--- src/rtl/tappy_rx.sv ---
// tappy_rx - oversampling PS/2-style line receiver with an output FIFO.
//
// The external clk/dat pair is synchronised into the sysclk domain. Falling
// edges of the line clock drive a start/data/parity/stop deframer. Good words
// are queued in a first-word-fall-through FIFO with a valid/ready handshake.
//
// Ports:
//   sysclk       system clock, sole clock domain
//   reset        asynchronous active-low reset
//   clk, dat     external line clock and data (asynchronous to sysclk)
//   inhibit      high = ignore the line and abandon any partial frame
//   word         FIFO head data (0 while the FIFO is empty)
//   done         FIFO non-empty; word is valid
//   ready        consumer accepts word when done && ready
//   level        current FIFO occupancy
//   err_parity   one-cycle pulse: parity mismatch, frame dropped
//   err_frame    one-cycle pulse: stop bit sampled 0, frame dropped
//   err_timeout  one-cycle pulse: frame abandoned on a bit gap
//   overflow     one-cycle pulse: good frame dropped, FIFO full
module tappy_rx #(
  parameter int DATA_BITS   = 8,
  parameter int PARITY      = 1,
  parameter int FIFO_DEPTH  = 4,
  parameter int TIMEOUT     = 256,
  parameter int SYNC_STAGES = 2
) (
  input  logic                          sysclk,
  input  logic                          reset,
  input  logic                          clk,
  input  logic                          dat,
  input  logic                          inhibit,
  output logic [DATA_BITS-1:0]          word,
  output logic                          done,
  input  logic                          ready,
  output logic [$clog2(FIFO_DEPTH):0]   level,
  output logic                          err_parity,
  output logic                          err_frame,
  output logic                          err_timeout,
  output logic                          overflow
);

  localparam int LW = $clog2(FIFO_DEPTH) + 1;
  localparam int PW = $clog2(FIFO_DEPTH);
  localparam int CW = $clog2(DATA_BITS);
  localparam int TW = $clog2(TIMEOUT + 1);

  typedef enum logic [1:0] {S_IDLE, S_DATA, S_PAR, S_STOP} state_t;

  // ---------------------------------------------------------------- sampling
  logic [SYNC_STAGES-1:0] clk_sync_reg;
  logic [SYNC_STAGES-1:0] dat_sync_reg;
  logic                   clk_prev_reg;
  logic                   clk_s;
  logic                   bit_s;
  logic                   fall;

  // Presetting to 1 makes reset look like an idle line, so no false edge.
  always_ff @(posedge sysclk or negedge reset) begin
    if (!reset) begin
      clk_sync_reg <= '1;
      dat_sync_reg <= '1;
      clk_prev_reg <= 1'b1;
    end else begin
      clk_sync_reg <= {clk_sync_reg[SYNC_STAGES-2:0], clk};
      dat_sync_reg <= {dat_sync_reg[SYNC_STAGES-2:0], dat};
      clk_prev_reg <= clk_s;
    end
  end

  assign clk_s = clk_sync_reg[SYNC_STAGES-1];
  assign bit_s = dat_sync_reg[SYNC_STAGES-1];
  assign fall  = clk_prev_reg & ~clk_s;

  // ---------------------------------------------------------------- deframer
  state_t               state_reg, state_next;
  logic [CW-1:0]        cnt_reg, cnt_next;
  logic [TW-1:0]        timer_reg, timer_next;
  logic [DATA_BITS-1:0] data_reg, data_next;
  logic                 perr_reg, perr_next;
  logic                 push;
  logic                 perr_pulse, ferr_pulse, tout_pulse;
  logic                 exp_par;

  // Parity bit the sender should have used; data_reg is complete by S_PAR.
  assign exp_par = (PARITY == 1) ? ~(^data_reg) : (^data_reg);

  always_ff @(posedge sysclk or negedge reset) begin
    if (!reset) begin
      state_reg <= S_IDLE;
      cnt_reg   <= '0;
      timer_reg <= '0;
      data_reg  <= '0;
      perr_reg  <= 1'b0;
    end else begin
      state_reg <= state_next;
      cnt_reg   <= cnt_next;
      timer_reg <= timer_next;
      data_reg  <= data_next;
      perr_reg  <= perr_next;
    end
  end

  always_comb begin
    state_next = state_reg;
    cnt_next   = cnt_reg;
    timer_next = timer_reg;
    data_next  = data_reg;
    perr_next  = perr_reg;
    push       = 1'b0;
    perr_pulse = 1'b0;
    ferr_pulse = 1'b0;
    tout_pulse = 1'b0;
    if (inhibit) begin
      state_next = S_IDLE;
      timer_next = '0;
    end else if (fall) begin
      timer_next = '0;
      case (state_reg)
        S_IDLE: begin
          // A high sample on an edge is treated as a glitch, not a start bit.
          if (!bit_s) begin
            state_next = S_DATA;
            cnt_next   = '0;
            perr_next  = 1'b0;
          end
        end
        S_DATA: begin
          data_next[cnt_reg] = bit_s;
          if (cnt_reg == CW'(DATA_BITS - 1)) begin
            state_next = (PARITY == 0) ? S_STOP : S_PAR;
          end else begin
            cnt_next = cnt_reg + CW'(1);
          end
        end
        S_PAR: begin
          perr_next  = (bit_s != exp_par);
          state_next = S_STOP;
        end
        S_STOP: begin
          state_next = S_IDLE;
          if (!bit_s) begin
            ferr_pulse = 1'b1;
          end else if (perr_reg) begin
            perr_pulse = 1'b1;
          end else begin
            push = 1'b1;
          end
        end
        default: state_next = S_IDLE;
      endcase
    end else if (state_reg != S_IDLE) begin
      if (timer_reg == TW'(TIMEOUT - 1)) begin
        tout_pulse = 1'b1;
        state_next = S_IDLE;
        timer_next = '0;
      end else begin
        timer_next = timer_reg + TW'(1);
      end
    end
  end

  // ---------------------------------------------------------------- FIFO
  logic [DATA_BITS-1:0] mem [FIFO_DEPTH];
  logic [PW-1:0]        wr_ptr_reg, rd_ptr_reg;
  logic [LW-1:0]        count_reg;
  logic                 full;
  logic                 pop;
  logic                 push_ok;

  assign full    = (count_reg == LW'(FIFO_DEPTH));
  assign pop     = done & ready;
  // When full, a simultaneous pop frees the slot the push needs.
  assign push_ok = push & (~full | pop);

  always_ff @(posedge sysclk) begin
    if (push_ok) begin
      mem[wr_ptr_reg] <= data_reg;
    end
  end

  always_ff @(posedge sysclk or negedge reset) begin
    if (!reset) begin
      wr_ptr_reg  <= '0;
      rd_ptr_reg  <= '0;
      count_reg   <= '0;
      err_parity  <= 1'b0;
      err_frame   <= 1'b0;
      err_timeout <= 1'b0;
      overflow    <= 1'b0;
    end else begin
      if (push_ok) wr_ptr_reg <= wr_ptr_reg + PW'(1);
      if (pop)     rd_ptr_reg <= rd_ptr_reg + PW'(1);
      count_reg   <= count_reg + LW'(push_ok) - LW'(pop);
      err_parity  <= perr_pulse;
      err_frame   <= ferr_pulse;
      err_timeout <= tout_pulse;
      overflow    <= push & full & ~pop;
    end
  end

  assign done  = (count_reg != '0);
  assign level = count_reg;
  // Mask the uninitialised array so word reads 0 whenever nothing is queued.
  assign word  = done ? mem[rd_ptr_reg] : '0;

endmodule

--- config.mk ---
export PLATFORM = sky130hd
export DESIGN_NAME = tappy_rx
export DESIGN_NICKNAME = d
export VERILOG_FILES = /design/src/rtl/tappy_rx.sv
export SDC_FILE = /design/constraint.sdc
export NUM_CORES = 1
export LEC_CHECK = 0
export BUFFER_PORTS_ARGS = -buffer_cell sky130_fd_sc_hd__buf_2
export CAP_MARGIN = 10
export CORE_MARGIN = 5
export CORE_UTILIZATION = 40
export CTS_BUF_LIST = sky130_fd_sc_hd__clkbuf_4 sky130_fd_sc_hd__clkbuf_8
export CTS_CLUSTER_SIZE = 14
export DETAILED_ROUTE_END_ITERATION = 8
export HOLD_SLACK_MARGIN = 0.15
export PLACE_DENSITY_LB_ADDON = 0.12
export SYNTH_ARGS = -nofsm -noshare
export SYNTH_HDL_FRONTEND = slang
export SYNTH_SLANG_ARGS = --single-unit
--- constraint.sdc ---
create_clock -name sysclk -period 4.3 [get_ports sysclk]
set_input_delay 0.43 -clock sysclk [delete_from_list [all_inputs] [get_ports sysclk]]
set_output_delay 0.43 -clock sysclk [all_outputs]
set_load 0.005 [all_outputs]
==> results.ini <==
[floorplan]
placement_rows = 33
dieArea_um2 = 10100
start_util_pct = 40.4
io_pins = 22
fp.dieW_um = 100
core_um2 = 8090
die_y_um = 100

[hold_path]
holdCritStartpoint = dat
hold_end = dat_sync_reg[0]$_DFF_PN1_
worstHoldPathCells = 1
hp-class = input pin to flip-flop

[detailed_routing]
post_drt_wl_per_cell_um = 14.5
firstDrtPassIters = 6
wirelength_um = 5350
drt_drc_violations_left = 0
ant_nets = 0
viasPerCell = 4.92
vias = 1811
drt_iter0_drc = 35

[setup_path]
r2r-end = level[2]$_DFF_PN0_
reg2reg_from = clk_prev_reg$_DFF_PN1_
critical_path_class = flip-flop to flip-flop
worstPathRequired_ns = 4.53
ff2ff_setup_slack_ns = 1.69
reg2reg_depth = 12
critPathMaxFanout = 11
setup.worst_path.end_class = flip-flop
arrival_ns = 2.84
cp-start-kind = flip-flop

[timing]
fin_skew_ns = 0.0121
tightest_slew_ns = 0.865
period_share_pct = 60.7
fin_tns_setup_ns = 0
finalSetupViolations = 0
hold_violations = 0
rsz0062_at_grt = false
relSlewSlack_pct = 42.3
hold_slack_ns = 0.183
fmax_mhz = 383
slew_viol_final = 0
finalCriticalPeriod_ns = 2.61

[placement]
hpwlAfterDp_um = 3650
finalWeightedCongestion = 0.735
placed_cell_area_um2 = 3470
io_buffers = 21

[power]
combPwrFrac_pct = 17.2
swShare_pct = 26.3
clockPowerShare_pct = 35.1
p_total_mw = 1.71
p_int_mw = 1.26
switching_power_uw = 449
vdd_drop_max_v = 0.000148
powerDensity_nw_per_um2 = 462
p_leak_nw = 1.57
seqPwrFrac_pct = 47.7

[finish]
final_area_um2 = 3700
n_fill_cell = 752
fin_nets = 279
post-route-util_pct = 45.7
final_common_cell = dfrtp_1
most-common-layout-cells = dfrtp_1, edfxtp_1, buf_2
largest_reg_flops = 32
layout-drive-gt1-share_pct = 25.5
layout-area-overhead-vs-synth_pct = 13.1
antenna_cells = 0

[status]
status = completed

[yosys]
synthesis.nets = 254
ys_async_sr_fraction_pct = 54.9
post-synth-top-area-cell = edfxtp_1
synth_edf_count = 32
synth_ff_type = dfrtp_1
yosysWarnings = 0
yosys_register_bits = 71
syn_avg_cell_area_um2 = 14.0
synthCells = 233
yosysTopAreaCellShare_pct = 29.4
seq_area_frac_synth_pct = 59.4
syn_area_um2 = 3270
yosysUniqueCellTypes = 43
synth.area.top_cells = edfxtp_1, dfrtp_1, mux4_2

[global_route]
grt_pass1_wl_um = 9390
antenna_found_initial = 0
grt_pass1_vias = 1873
grt_use_total_pct = 12.2
grt_max_degree = 40
grt_overflow = 0

[clock_tree]
htree_levels = 3
hold_buffers = 0
path_clk_slew_ns = 0.08
cts_made_buffers = 9
cts_tree = built
clock_path_buffers = 2
cts_setup_buffers = 0
root_buffer = clkbuf_8
clock_latency_ns = 0.34
postCtsResizedCells = 0
cts_sinks = 71

[run]
drv_cap = 0

-- layout make-up --
| type | count | area (um^2) | area share (%) |
|---|---|---|---|
| flip-flops and latches | 71 | 1940 | 52.6 |
| multi-input cells | 144 | 1250 | 33.7 |
| well taps | 105 | 131 | 3.55 |
| clock buffers | 9 | 124 | 3.35 |
| repair buffers | 22 | 113 | 3.05 |
| clock inverters | 7 | 103 | 2.77 |
| inverters | 10 | 37.5 | 1.02 |
-- critical path, stage by stage (launching register included) --
cell	delay, ns
dfstp_2	0.53
nor3b_2	0.15
buf_4	0.20
nand4b_1	0.18
nor2b_4	0.23
inv_1	0.06
ha_1	0.28
inv_1	0.05
ha_1	0.13
inv_1	0.05
fa_1	0.38
xnor2_1	0.15
xnor2_1	0.13
-- cell usage after synthesis (2+ instances only) --
library cell and number:
dfrtp_1 34, edfxtp_1 32, nand2_1 17, xnor2_1 15, ha_1 14, and2_1 13, nor2_1 13, inv_1 10
mux4_2 8, nand3_1 7, o21ai_0 6, dfstp_2 5, mux2_2 5, nand3b_1 5, buf_2 4, mux2_4 4
a22o_1 3, a31oi_1 3, clkbuf_1 3, a21oi_1 2, a311oi_1 2, nand2b_1 2, nand4_1 2, nor3_1 2
nor3b_1 2, or3_1 2, xor2_1 2
-- power by group through the flow --
stage,clock (mW),sequential (mW),combinational [mW]
detailed placement,0,0.835,0.302
CTS,0.616,0.821,0.303
floorplan,0,0.784,0.247
global route,0.658,0.831,0.327
finish,0.600,0.815,0.294
global placement,0,0.837,0.296
-- worst max path at each step --
stage,startpoint,to,cells past startpoint
after floorplan,clk_prev_reg$_DFF_PN1_,level[2]$_DFF_PN0_,11
after global placement,inhibit,level[2]$_DFF_PN0_,13
after detailed placement,inhibit,level[2]$_DFF_PN0_,13
after CTS,clk_prev_reg$_DFF_PN1_,level[2]$_DFF_PN0_,12
after global routing,clk_prev_reg$_DFF_PN1_,level[2]$_DFF_PN0_,12
final,clk_prev_reg$_DFF_PN1_,level[2]$_DFF_PN0_,12
-- metal layers --
| metal | GRT usage, % | vias up | part of all wire [%] |
|---|---|---|---|
| met5 | 0 | - | 0 |
| met4 | 5.39 | 0 | 2.1 |
| met3 | 3.82 | 11 | 3.5 |
| met2 | 19.7 | 28 | 50 |
| met1 | 15.1 | 885 | 45 |
| li1 | - | 887 | - |
-- logic make-up after synthesis --
kind of cell	after synthesis	share of synthesized area (%)
AO/OA/AOI/OAI	21	4.94
XOR/XNOR	18	5.24
adder cells (fa/ha/maj)	15	5.97
buffers and inverters	18	2.45
flip-flops	71	59.4
multiplexers	17	9.07
AND/OR/NAND/NOR	73	12.9
-- metrics by stage --
stage	setup WS (ns)	cells
floorplan	1.93	233
global placement	1.65	352
detailed placement	1.59	352
CTS	1.65	368
global route	1.44	368
finish	1.69	368
(Power assumes the default switching activity.)
